**src/rtl/rr_arb_pkg.sv**
```systemverilog
// Shared types and helpers for the packet-locked round-robin arbiter.
//   arb_state_t      : arbiter FSM state (IDLE, LOCKED)
//   MAX_REQ          : widest one-hot vector onehot_to_index accepts
//   onehot_to_index  : binary index of the set bit of a one-hot vector (0 when empty)
package rr_arb_pkg;

    typedef enum logic {
        IDLE   = 1'b0,
        LOCKED = 1'b1
    } arb_state_t;

    localparam int unsigned MAX_REQ = 64;

    // Callers zero-extend their vector to MAX_REQ bits; result is the highest set bit.
    function automatic int unsigned onehot_to_index(input logic [MAX_REQ-1:0] onehot);
        int unsigned idx;
        idx = 0;
        for (int unsigned i = 0; i < MAX_REQ; i++) begin
            if (onehot[i]) idx = i;
        end
        return idx;
    endfunction

endpackage

```
**src/rtl/arbitration_algorithm.sv**
```systemverilog
// Combinational round-robin next-grant computation.
//   input_valid   : per-requester request
//   current_ready : current one-hot grant (rotation pointer)
//   last_ready    : previous one-hot grant, used as pointer when current_ready is empty
//   next_ready    : one-hot grant to the first valid requester above the pointer, wrapping;
//                   lowest valid index when both pointers are empty
module arbitration_algorithm
    import rr_arb_pkg::*;
#(
    parameter int unsigned N_REQ = 8
) (
    input  logic [N_REQ-1:0] input_valid,
    input  logic [N_REQ-1:0] current_ready,
    input  logic [N_REQ-1:0] last_ready,
    output logic [N_REQ-1:0] next_ready
);

    localparam int unsigned IDXW = (N_REQ > 1) ? $clog2(N_REQ) : 1;

    logic [N_REQ-1:0] ptr;
    int unsigned      base;
    int unsigned      sum;
    logic             found;

    assign ptr = (|current_ready) ? current_ready : last_ready;

    // Search starts one above the pointer; an empty pointer starts the search at index 0.
    always_comb begin
        next_ready = '0;
        found      = 1'b0;
        sum        = 0;
        base       = (|ptr) ? onehot_to_index(MAX_REQ'(ptr)) : (N_REQ - 1);
        for (int unsigned k = 1; k <= N_REQ; k++) begin
            sum = base + k;
            if (sum >= N_REQ) sum = sum - N_REQ;
            if (!found && input_valid[IDXW'(sum)]) begin
                next_ready[IDXW'(sum)] = 1'b1;
                found                  = 1'b1;
            end
        end
    end

endmodule

```
**src/rtl/rr_packet_arbiter.sv**
```systemverilog
// Packet-locked round-robin arbiter: grants one requester for a whole packet,
// muxes its beats into a single registered valid/ready output port.
//   clk, rst    : clock, asynchronous active-high reset
//   in_valid    : per-requester beat valid
//   in_data     : packed requester data, requester i at [i*DATAW +: DATAW]
//   in_last     : per-requester last-beat flag
//   in_ready    : per-requester ready (at most one bit set)
//   out_valid/out_data/out_last/out_src : registered output beat and its source index
//   out_ready   : downstream ready
module rr_packet_arbiter
    import rr_arb_pkg::*;
#(
    parameter int unsigned N_REQ = 8,
    parameter int unsigned DATAW = 64,
    parameter int unsigned SRCW  = $clog2(N_REQ)
) (
    input  logic                   clk,
    input  logic                   rst,
    input  logic [N_REQ-1:0]       in_valid,
    input  logic [N_REQ*DATAW-1:0] in_data,
    input  logic [N_REQ-1:0]       in_last,
    output logic [N_REQ-1:0]       in_ready,
    output logic                   out_valid,
    output logic [DATAW-1:0]       out_data,
    output logic                   out_last,
    output logic [SRCW-1:0]        out_src,
    input  logic                   out_ready
);

    arb_state_t       state, state_next;
    logic [N_REQ-1:0] grant, grant_next;
    logic [N_REQ-1:0] prev_grant, prev_grant_next;
    logic [N_REQ-1:0] next_ready;
    logic [SRCW-1:0]  grant_idx;
    logic             accept;
    logic             transfer;
    logic             out_valid_next;
    logic [DATAW-1:0] out_data_next;
    logic             out_last_next;
    logic [SRCW-1:0]  out_src_next;
    logic [DATAW-1:0] req_data [N_REQ];

    for (genvar i = 0; i < N_REQ; i++) begin : g_unpack
        assign req_data[i] = in_data[i*DATAW +: DATAW];
    end

    // Grant register doubles as the rotation pointer for the next arbitration.
    arbitration_algorithm #(.N_REQ(N_REQ)) u_algo (
        .input_valid   (in_valid),
        .current_ready (grant),
        .last_ready    (prev_grant),
        .next_ready    (next_ready)
    );

    assign grant_idx = SRCW'(onehot_to_index(MAX_REQ'(grant)));
    assign accept    = !out_valid || out_ready;

    // Next-state and output-register load logic.
    always_comb begin
        state_next      = state;
        grant_next      = grant;
        prev_grant_next = prev_grant;
        in_ready        = '0;
        transfer        = 1'b0;
        out_valid_next  = out_valid;
        out_data_next   = out_data;
        out_last_next   = out_last;
        out_src_next    = out_src;
        case (state)
            IDLE: begin
                if (|in_valid) begin
                    grant_next      = next_ready;
                    prev_grant_next = grant;
                    state_next      = LOCKED;
                end
            end
            LOCKED: begin
                in_ready = grant & {N_REQ{accept}};
                transfer = |(in_valid & in_ready);
                if (transfer) begin
                    out_valid_next = 1'b1;
                    out_data_next  = req_data[grant_idx];
                    out_last_next  = in_last[grant_idx];
                    out_src_next   = grant_idx;
                    if (in_last[grant_idx]) state_next = IDLE;
                end
            end
            default: state_next = IDLE;
        endcase
        if (!transfer && out_valid && out_ready) out_valid_next = 1'b0;
    end

    // State, grant and output registers.
    always_ff @(posedge clk or posedge rst) begin
        if (rst) begin
            state      <= IDLE;
            grant      <= '0;
            prev_grant <= '0;
            out_valid  <= 1'b0;
            out_data   <= '0;
            out_last   <= 1'b0;
            out_src    <= '0;
        end else begin
            state      <= state_next;
            grant      <= grant_next;
            prev_grant <= prev_grant_next;
            out_valid  <= out_valid_next;
            out_data   <= out_data_next;
            out_last   <= out_last_next;
            out_src    <= out_src_next;
        end
    end

    a_grant_onehot0 : assert property (@(posedge clk) disable iff (rst) $onehot0(grant));
    a_ready_onehot0 : assert property (@(posedge clk) disable iff (rst) $onehot0(in_ready));
    a_locked_grant  : assert property (@(posedge clk) disable iff (rst) (state == LOCKED) |-> (grant != '0));
    a_out_stable    : assert property (@(posedge clk) disable iff (rst)
                          (out_valid && !out_ready) |=> (out_valid && $stable(out_data)
                                                         && $stable(out_last) && $stable(out_src)));

endmodule

```
**config.mk**
```make
export PLATFORM = sky130hd
export DESIGN_NAME = rr_packet_arbiter
export DESIGN_NICKNAME = d
export VERILOG_FILES = /design/src/rtl/rr_arb_pkg.sv /design/src/rtl/arbitration_algorithm.sv /design/src/rtl/rr_packet_arbiter.sv
export SDC_FILE = /design/constraint.sdc
export NUM_CORES = 1
export LEC_CHECK = 0
export CAP_MARGIN = 15
export CORE_AREA = 2 2 236 238
export DETAILED_ROUTE_END_ITERATION = 10
export DIE_AREA = 0 0 238 240
export GPL_TIMING_DRIVEN = 0
export PLACE_DENSITY_LB_ADDON = 0.05
export SETUP_SLACK_MARGIN = 0.2
export SLEW_MARGIN = 40
export SYNTH_ARGS = -nofsm -noshare
export SYNTH_HDL_FRONTEND = slang
export SYNTH_SLANG_ARGS = --single-unit
```
**constraint.sdc**
```tcl
create_clock -name clk -period 8.9 [get_ports clk]
set_input_delay 0.89 -clock clk [delete_from_list [all_inputs] [get_ports clk]]
set_output_delay 0.89 -clock clk [all_outputs]
set_load 0.02 [all_outputs]
```
After elaboration in Yosys (flattened, before gate mapping)
Index checks and enable logic that the tools add are counted.
{"block": "word_totals", "input_bits": 531, "reg_bits": 86, "out_inout_bits": 77}
{"block": "op_classes", "add_sub_neg": 16, "bitwise_logic": 11, "n_reduce_logical": 36, "muxes": 85, "order_cmp": 26}
{"op": "32-bit by 4-bit greater-or-equal comparator with 1-bit output, second input constant", "count": 8}
{"op": "32-bit two-way mux", "count": 7}
{"op": "64-bit binary-select mux with 3-bit select", "count": 1}
{"op": "32-bit by 3-bit adder with 32-bit output, second input constant", "count": 4}
{"op": "64-bit two-way mux", "count": 2}
{"op": "8-bit two-way mux", "count": 10}
{"op": "32-bit by 2-bit adder with 32-bit output, second input constant", "count": 2}
{"op": "8-bit OR", "count": 7}
{"op": "3-bit two-way mux", "count": 14}
{"op": "3-bit by 4-bit < comparator with 1-bit output, second input constant", "count": 9}
{"op": "1-bit two-way mux", "count": 33}
{"op": "32-bit by 1-bit adder with 32-bit output, second input constant", "count": 1}
{"op": "32-bit by 4-bit adder with 32-bit output, second input constant", "count": 1}
{"op": "8-bit OR reduction", "count": 4}
{"op": "1-bit binary-select mux with 3-bit select", "count": 9}
{"op": "1-bit demux with 3-bit select", "count": 8}
{"op": "3-bit by 1-bit greater-or-equal comparator with 1-bit output, second input constant", "count": 8}
{"op": "3-bit by 1-bit subtractor with 3-bit output, second input constant", "count": 8}
{"op": "1-bit logical AND", "count": 17}
{"op": "8-bit AND", "count": 2}
{"op": "1-bit zero test", "count": 9}
{"op": "2-bit AND reduction", "count": 3}
{"op": "4-bit greater-or-equal comparator, second input constant", "count": 1}
{"op": "3-bit inverter with 4-bit output", "count": 1}
{"op": "4 further kinds", "count": 5}

Longest topological paths before layout
{"block": "depth", "word_depth": 37, "mapped_depth": 22, "depth_no_buf": 16}

Hierarchy
From an unflattened synthesis, not the netlist that was laid out.
{"block": "unflattened", "cells_unflattened": 1169, "area_unflattened_um2": 9709.3}
{"module": "rr_packet_arbiter", "area_per_inst_um2": 7697.4, "n_inst": 1, "cells_each": 876, "seq_area_each_um2": 2152.1}
{"module": "arbitration_algorithm", "area_per_inst_um2": 2011.9, "n_inst": 1, "cells_each": 293, "seq_area_each_um2": 0.0}

Worst setup path after synthesis
Ideal clock, no wire load.
{"block": "synth_path", "path_type": "register to register", "from": "register grant[6]", "to": "register grant[2]", "path_slack_ps": 3864, "path_buffers": 6, "t_required_ps": 8765, "arrival_time_ps": 4902, "period_less_slack_ps": 5036, "stages_incl_launch_ff": 22, "cell_sequence": "dfrtp_1 buf_6 or4_4 buf_6 a2111oi_0 o311a_1 nor2_1 inv_2 buf_1 ha_1 clkbuf_1 clkbuf_1 nand2_1 o21ai_0 a211oi_1 or4_4 and2_1 clkbuf_1 and4bb_1 a221o_1 a22oi_1 o31ai_1"}
{"block": "synth_via", "elab_chain_len": 37, "elab_cells_between_ends": 135, "classes_between": "add/sub: 16; order compare: 24; mux: 64; bitwise: 7; reduce/logical: 24"}
{"element": "start, declared", "line_no": "rr_packet_arbiter.sv:31", "text": "logic [N_REQ-1:0] grant, grant_next;"}
{"element": "start signal, assigned", "line_no": "rr_packet_arbiter.sv:105", "text": "grant <= grant_next;"}
{"element": "8-bit OR reduction", "line_no": "arbitration_algorithm.sv:25", "text": "assign ptr = (|current_ready) ? current_ready : last_ready;"}
{"element": "8-bit two-way mux *", "line_no": "arbitration_algorithm.sv:25"}
{"element": "1-bit two-way mux", "line_no": "rr_arb_pkg.sv:19", "text": "if (onehot[i]) idx = i;"}
{"element": "32-bit two-way mux (6 in series)", "line_no": "rr_arb_pkg.sv:19"}
{"element": "32-bit two-way mux *", "line_no": "arbitration_algorithm.sv:32", "text": "base = (|ptr) ? onehot_to_index(MAX_REQ'(ptr)) : (N_REQ - 1);"}
{"element": "branches (longest 26 deep; another with 32-bit by 1-bit adder with 32-bit output)"}
{"element": "8-bit two-way mux *", "line_no": "arbitration_algorithm.sv:36", "text": "if (!found && input_valid[IDXW'(sum)]) begin"}
Every way passes the cells marked *. The select of a mux whose other input is x is not followed.
A chain may end at the register's enable or synchronous reset.

Worst setup path in the final report
{"block": "layout_path", "from": "register grant[0]", "to": "register grant[0]"}
Same word-level chain as after synthesis.

==> metrics.md <==
| Metric | Value |
|---|---|
| Reg-to-Reg Start | `grant[0]$_DFFE_PP0P_` |
| Mapped Area | `8900 um^2` |
| Slew @ Worst Pin | `0.857 ns` |
| # H-tree levels | `3` |
| Leak | `6.35 nW` |
| Post-route cell area | `16300 um^2` |
| Crit path top cell by count | `clkbuf_1` |
| Sequential area share after synthesis | `0.242` |
| Die area | `57100 um^2` |
| Layout cell share with drive strength beyond 1 | `0.143` |
| GRT overflow | `0` |
| Mapped Avg Cell Area | `10.8 um^2` |
| Post-synth top area cell | `mux4_2` |
| DRC viols | `0` |
| Period utilization | `0.767` |
| DRT Wirelength | `63500 um` |
| Buffers & Inverters on Critical Path | `7` |
| CP Depth | `21` |
| CP max FO | `10` |
| Area delta synth->final | `83.1%` |
| Clock Skew | `0.0187 ns` |
| FILL cells | `5719` |
| Net Count, Synth | `1360` |
| Ys flop type | `dfrtp_1` |
| Post-route ant nets | `0` |
| CP max-delay cell | `a2111oi_0` |
| Hold Violations, Final | `0` |
| DR WL/cell | `29.4 um` |
| Yosys top cell area share | `0.347` |
| RSZ-0062 raised after global routing | `no` |
| WS Path Type | `reg -> reg` |
| Pwr/cell area | `327 nW/um^2` |
| Final Max Slew Viols | `0` |
| Post-Synthesis Cells | `823` |
| Post-synth EDFFs | `0` |
| Routed via count | `10.2k` |
| RR Endpoint | `grant[0]$_DFFE_PP0P_` |
| Largest net degree at the start of global routing | `46` |
| IO buf count | `605` |
| Yosys warns | `0` |
| Cts repair resizes | `0` |
| 1st-pass router iterations | `4` |
| Worst reg-to-reg setup slack | `2.08 ns` |
| Top delay family on crit path | `buffers and inverters` |
| Critical path launch point type | `flip-flop` |
| Initial Utilization | `0.163` |
| Distinct cells, synth | `67` |
| CTS tree | `done` |
| Initial antenna violation count | `25` |
| Cell Rows | `86` |
| Die Y | `240 um` |
| Hold buffer count at CTS | `0` |
| Max VDD drop | `0.000120 V` |
| Most common cell after layout, fill and taps aside | `clkdlybuf4s50_1` |
| Total global-route track usage | `0.216` |
| Setup Fix Bufs, Post-CTS | `0` |
| R2R cell count | `21` |
| Cell Chain, Critical Path | `buf_2 -> or4_1 -> clkbuf_1 -> o311ai_1 -> nor2_1 -> inv_2 -> buf_1 -> ha_1 -> clkbuf_1 -> clkbuf_1 -> nand2_1 -> a2111oi_0 -> nor2_1 -> nand2_1 -> nand4_1 -> and2_1 -> clkbuf_1 -> nand4_1 -> o21ai_0 -> a2111oi_0 -> o31ai_1` |
| CP required | `9.11 ns` |
| #FFs+latches synth | `86` |
| Clock tree buffer depth | `2` |
| Num ports | `608` |
| Core Region | `54700 um^2` |
| CTS Root Cell | `clkbuf_16` |
| Tmin final | `6.82 ns` |
| Share of async-settable or async-resettable flops after synthesis | `1.00` |
| Critical Path End | `grant[0]$_DFFE_PP0P_` |
| Clk sinks | `86` |
| Final setup fails | `0` |
| HP Class | `reg -> reg` |
| Worst path arrival time | `7.04 ns` |
| Layout Nets | `1978` |
| Crit path capture type | `flip-flop` |
| Commonest non-fill, non-tap cells in the layout | `clkdlybuf4s50_1 (605), mux4_2 (137), nand2_1 (120), dfrtp_1 (86)` |
| DR iter-0 viols | `667` |
| Clk_lat worst skew | `0.36 ns` |
| Global-route wire length before repair | `85900 um` |
| Max Cap Viol | `0` |
| Final setup TNS | `0 ns` |
| CP max stage delay | `0.70 ns` |
| Clk pin slew, worst setup/hold paths | `0.07 ns` |
| Fmax | `0.147 GHz` |
| Cell Area, Placed | `16000 um^2` |
| Status | `complete, no violations` |
| CTS buffer count | `9` |
| Slew Limit Headroom | `0.427` |
| Die width | `238 um` |
| RePlAce Congestion | `0.875` |
| Drt via density | `4.71` |
| Crit path from | `grant[0]$_DFFE_PP0P_` |
| Post-DP HPWL | `55100 um` |
| Vias in the first global route | `10.7k` |
| Largest cells by area after synthesis | `mux4_2 (35%), dfrtp_1 (24%), mux2i_1 (8.9%), nand2_1 (5.1%), o21ai_0 (4.4%)` |
flip-flops by register name, summed over array words and instances (netlist names):
| register | count |
|---|---|
| state | 1 |
| out_valid | 1 |
| grant | 8 |
| out_data | 64 |
| out_last | 1 |
| prev_grant | 8 |
| out_src | 3 |
cell families after synthesis:
| group | Yosys count | synth area share |
|---|---|---|
| adder cells (fa/ha/maj) | 6 | 0.00843 |
| XOR/XNOR | 2 | 0.00197 |
| AND/OR/NAND/NOR | 228 | 0.126 |
| flip-flops | 86 | 0.242 |
| AO/OA/AOI/OAI | 176 | 0.132 |
| multiplexers | 223 | 0.444 |
| buffers and inverters | 102 | 0.0454 |
how the worst min path moves through the flow:
stage,start,endpoint,depth (start not counted)
after detailed placement,out_data[39]$_DFFE_PP0P_,out_data[39]$_DFFE_PP0P_,2
after CTS,out_data[23]$_DFFE_PP0P_,out_data[23]$_DFFE_PP0P_,2
after global placement,out_data[24]$_DFFE_PP0P_,out_data[24]$_DFFE_PP0P_,2
after global routing,out_data[19]$_DFFE_PP0P_,out_data[19]$_DFFE_PP0P_,2
final,out_data[7]$_DFFE_PP0P_,out_data[7]$_DFFE_PP0P_,2
after floorplan,prev_grant[0]$_DFFE_PP0P_,prev_grant[0]$_DFFE_PP0P_,2
cell usage after synthesis (7+ instances only):
cell,number
dfrtp_1,86
a221o_1,10
o31ai_1,8
clkbuf_1,57
a22oi_1,7
nand2b_1,9
buf_1,23
and3_1,11
mux2i_1,79
inv_1,13
mux4_2,137
nor2_1,31
a21oi_1,8
nand2_1,120
nand4_1,10
o21ai_0,79
worst reg2reg max path: stages, from the launching register on:
cell and delay, ns:
dfrtp_1 0.35, buf_2 0.19, or4_1 0.55, clkbuf_1 0.23, o311ai_1 0.44, nor2_1 0.30, inv_2 0.30, buf_1 0.46
ha_1 0.26, clkbuf_1 0.37, clkbuf_1 0.52, nand2_1 0.18, a2111oi_0 0.42, nor2_1 0.09, nand2_1 0.12, nand4_1 0.30
and2_1 0.28, clkbuf_1 0.20, nand4_1 0.13, o21ai_0 0.14, a2111oi_0 0.70, o31ai_1 0.15
metal layers:
metal | up-vias | global-route usage | wire length [um]
met3 | 53 | 0.0398 | 2910
met4 | 12 | 0.0326 | 690
li1 | 4537 | - | -
met1 | 5228 | 0.265 | 26100
met2 | 343 | 0.398 | 33700
met5 | - | 0 | 77
through the flow:
step	hold WS, ns	setup slack, ns	util	cells	power (mW)
5_1_grt	0.509	1.66	0.298	2152	5.72
3_3_place_gp	0.464	1.80	0.290	2132	4.95
2_1_floorplan	0.483	3.86	-	823	3.26
4_1_cts	0.486	2.14	0.298	2150	5.43
3_5_place_dp	0.470	2.15	0.292	2134	5.00
6_report	0.483	2.08	0.298	2161	5.33
power by group:
| part | switching [mW] | internal [mW] |
|---|---|---|
| logic | 2.36 | 1.83 |
| clock network | 0.175 | 0.235 |
| registers | 0.137 | 0.595 |
layout make-up:
| class | instances | area [um^2] | area share |
|---|---|---|---|
| multi-input combinational | 635 | 6390 | 0.392 |
| timing repair buffer | 607 | 6090 | 0.374 |
| sequential | 86 | 2150 | 0.132 |
| tap | 704 | 881 | 0.0541 |
| buffer | 87 | 374 | 0.0230 |
| clock buffer | 12 | 256 | 0.0157 |
| inverter | 15 | 63.8 | 0.00392 |
| clock inverter | 4 | 55.1 | 0.00338 |
| antenna | 11 | 27.5 | 0.00169 |
No activity file was read; power rests on OpenSTA's default activity.
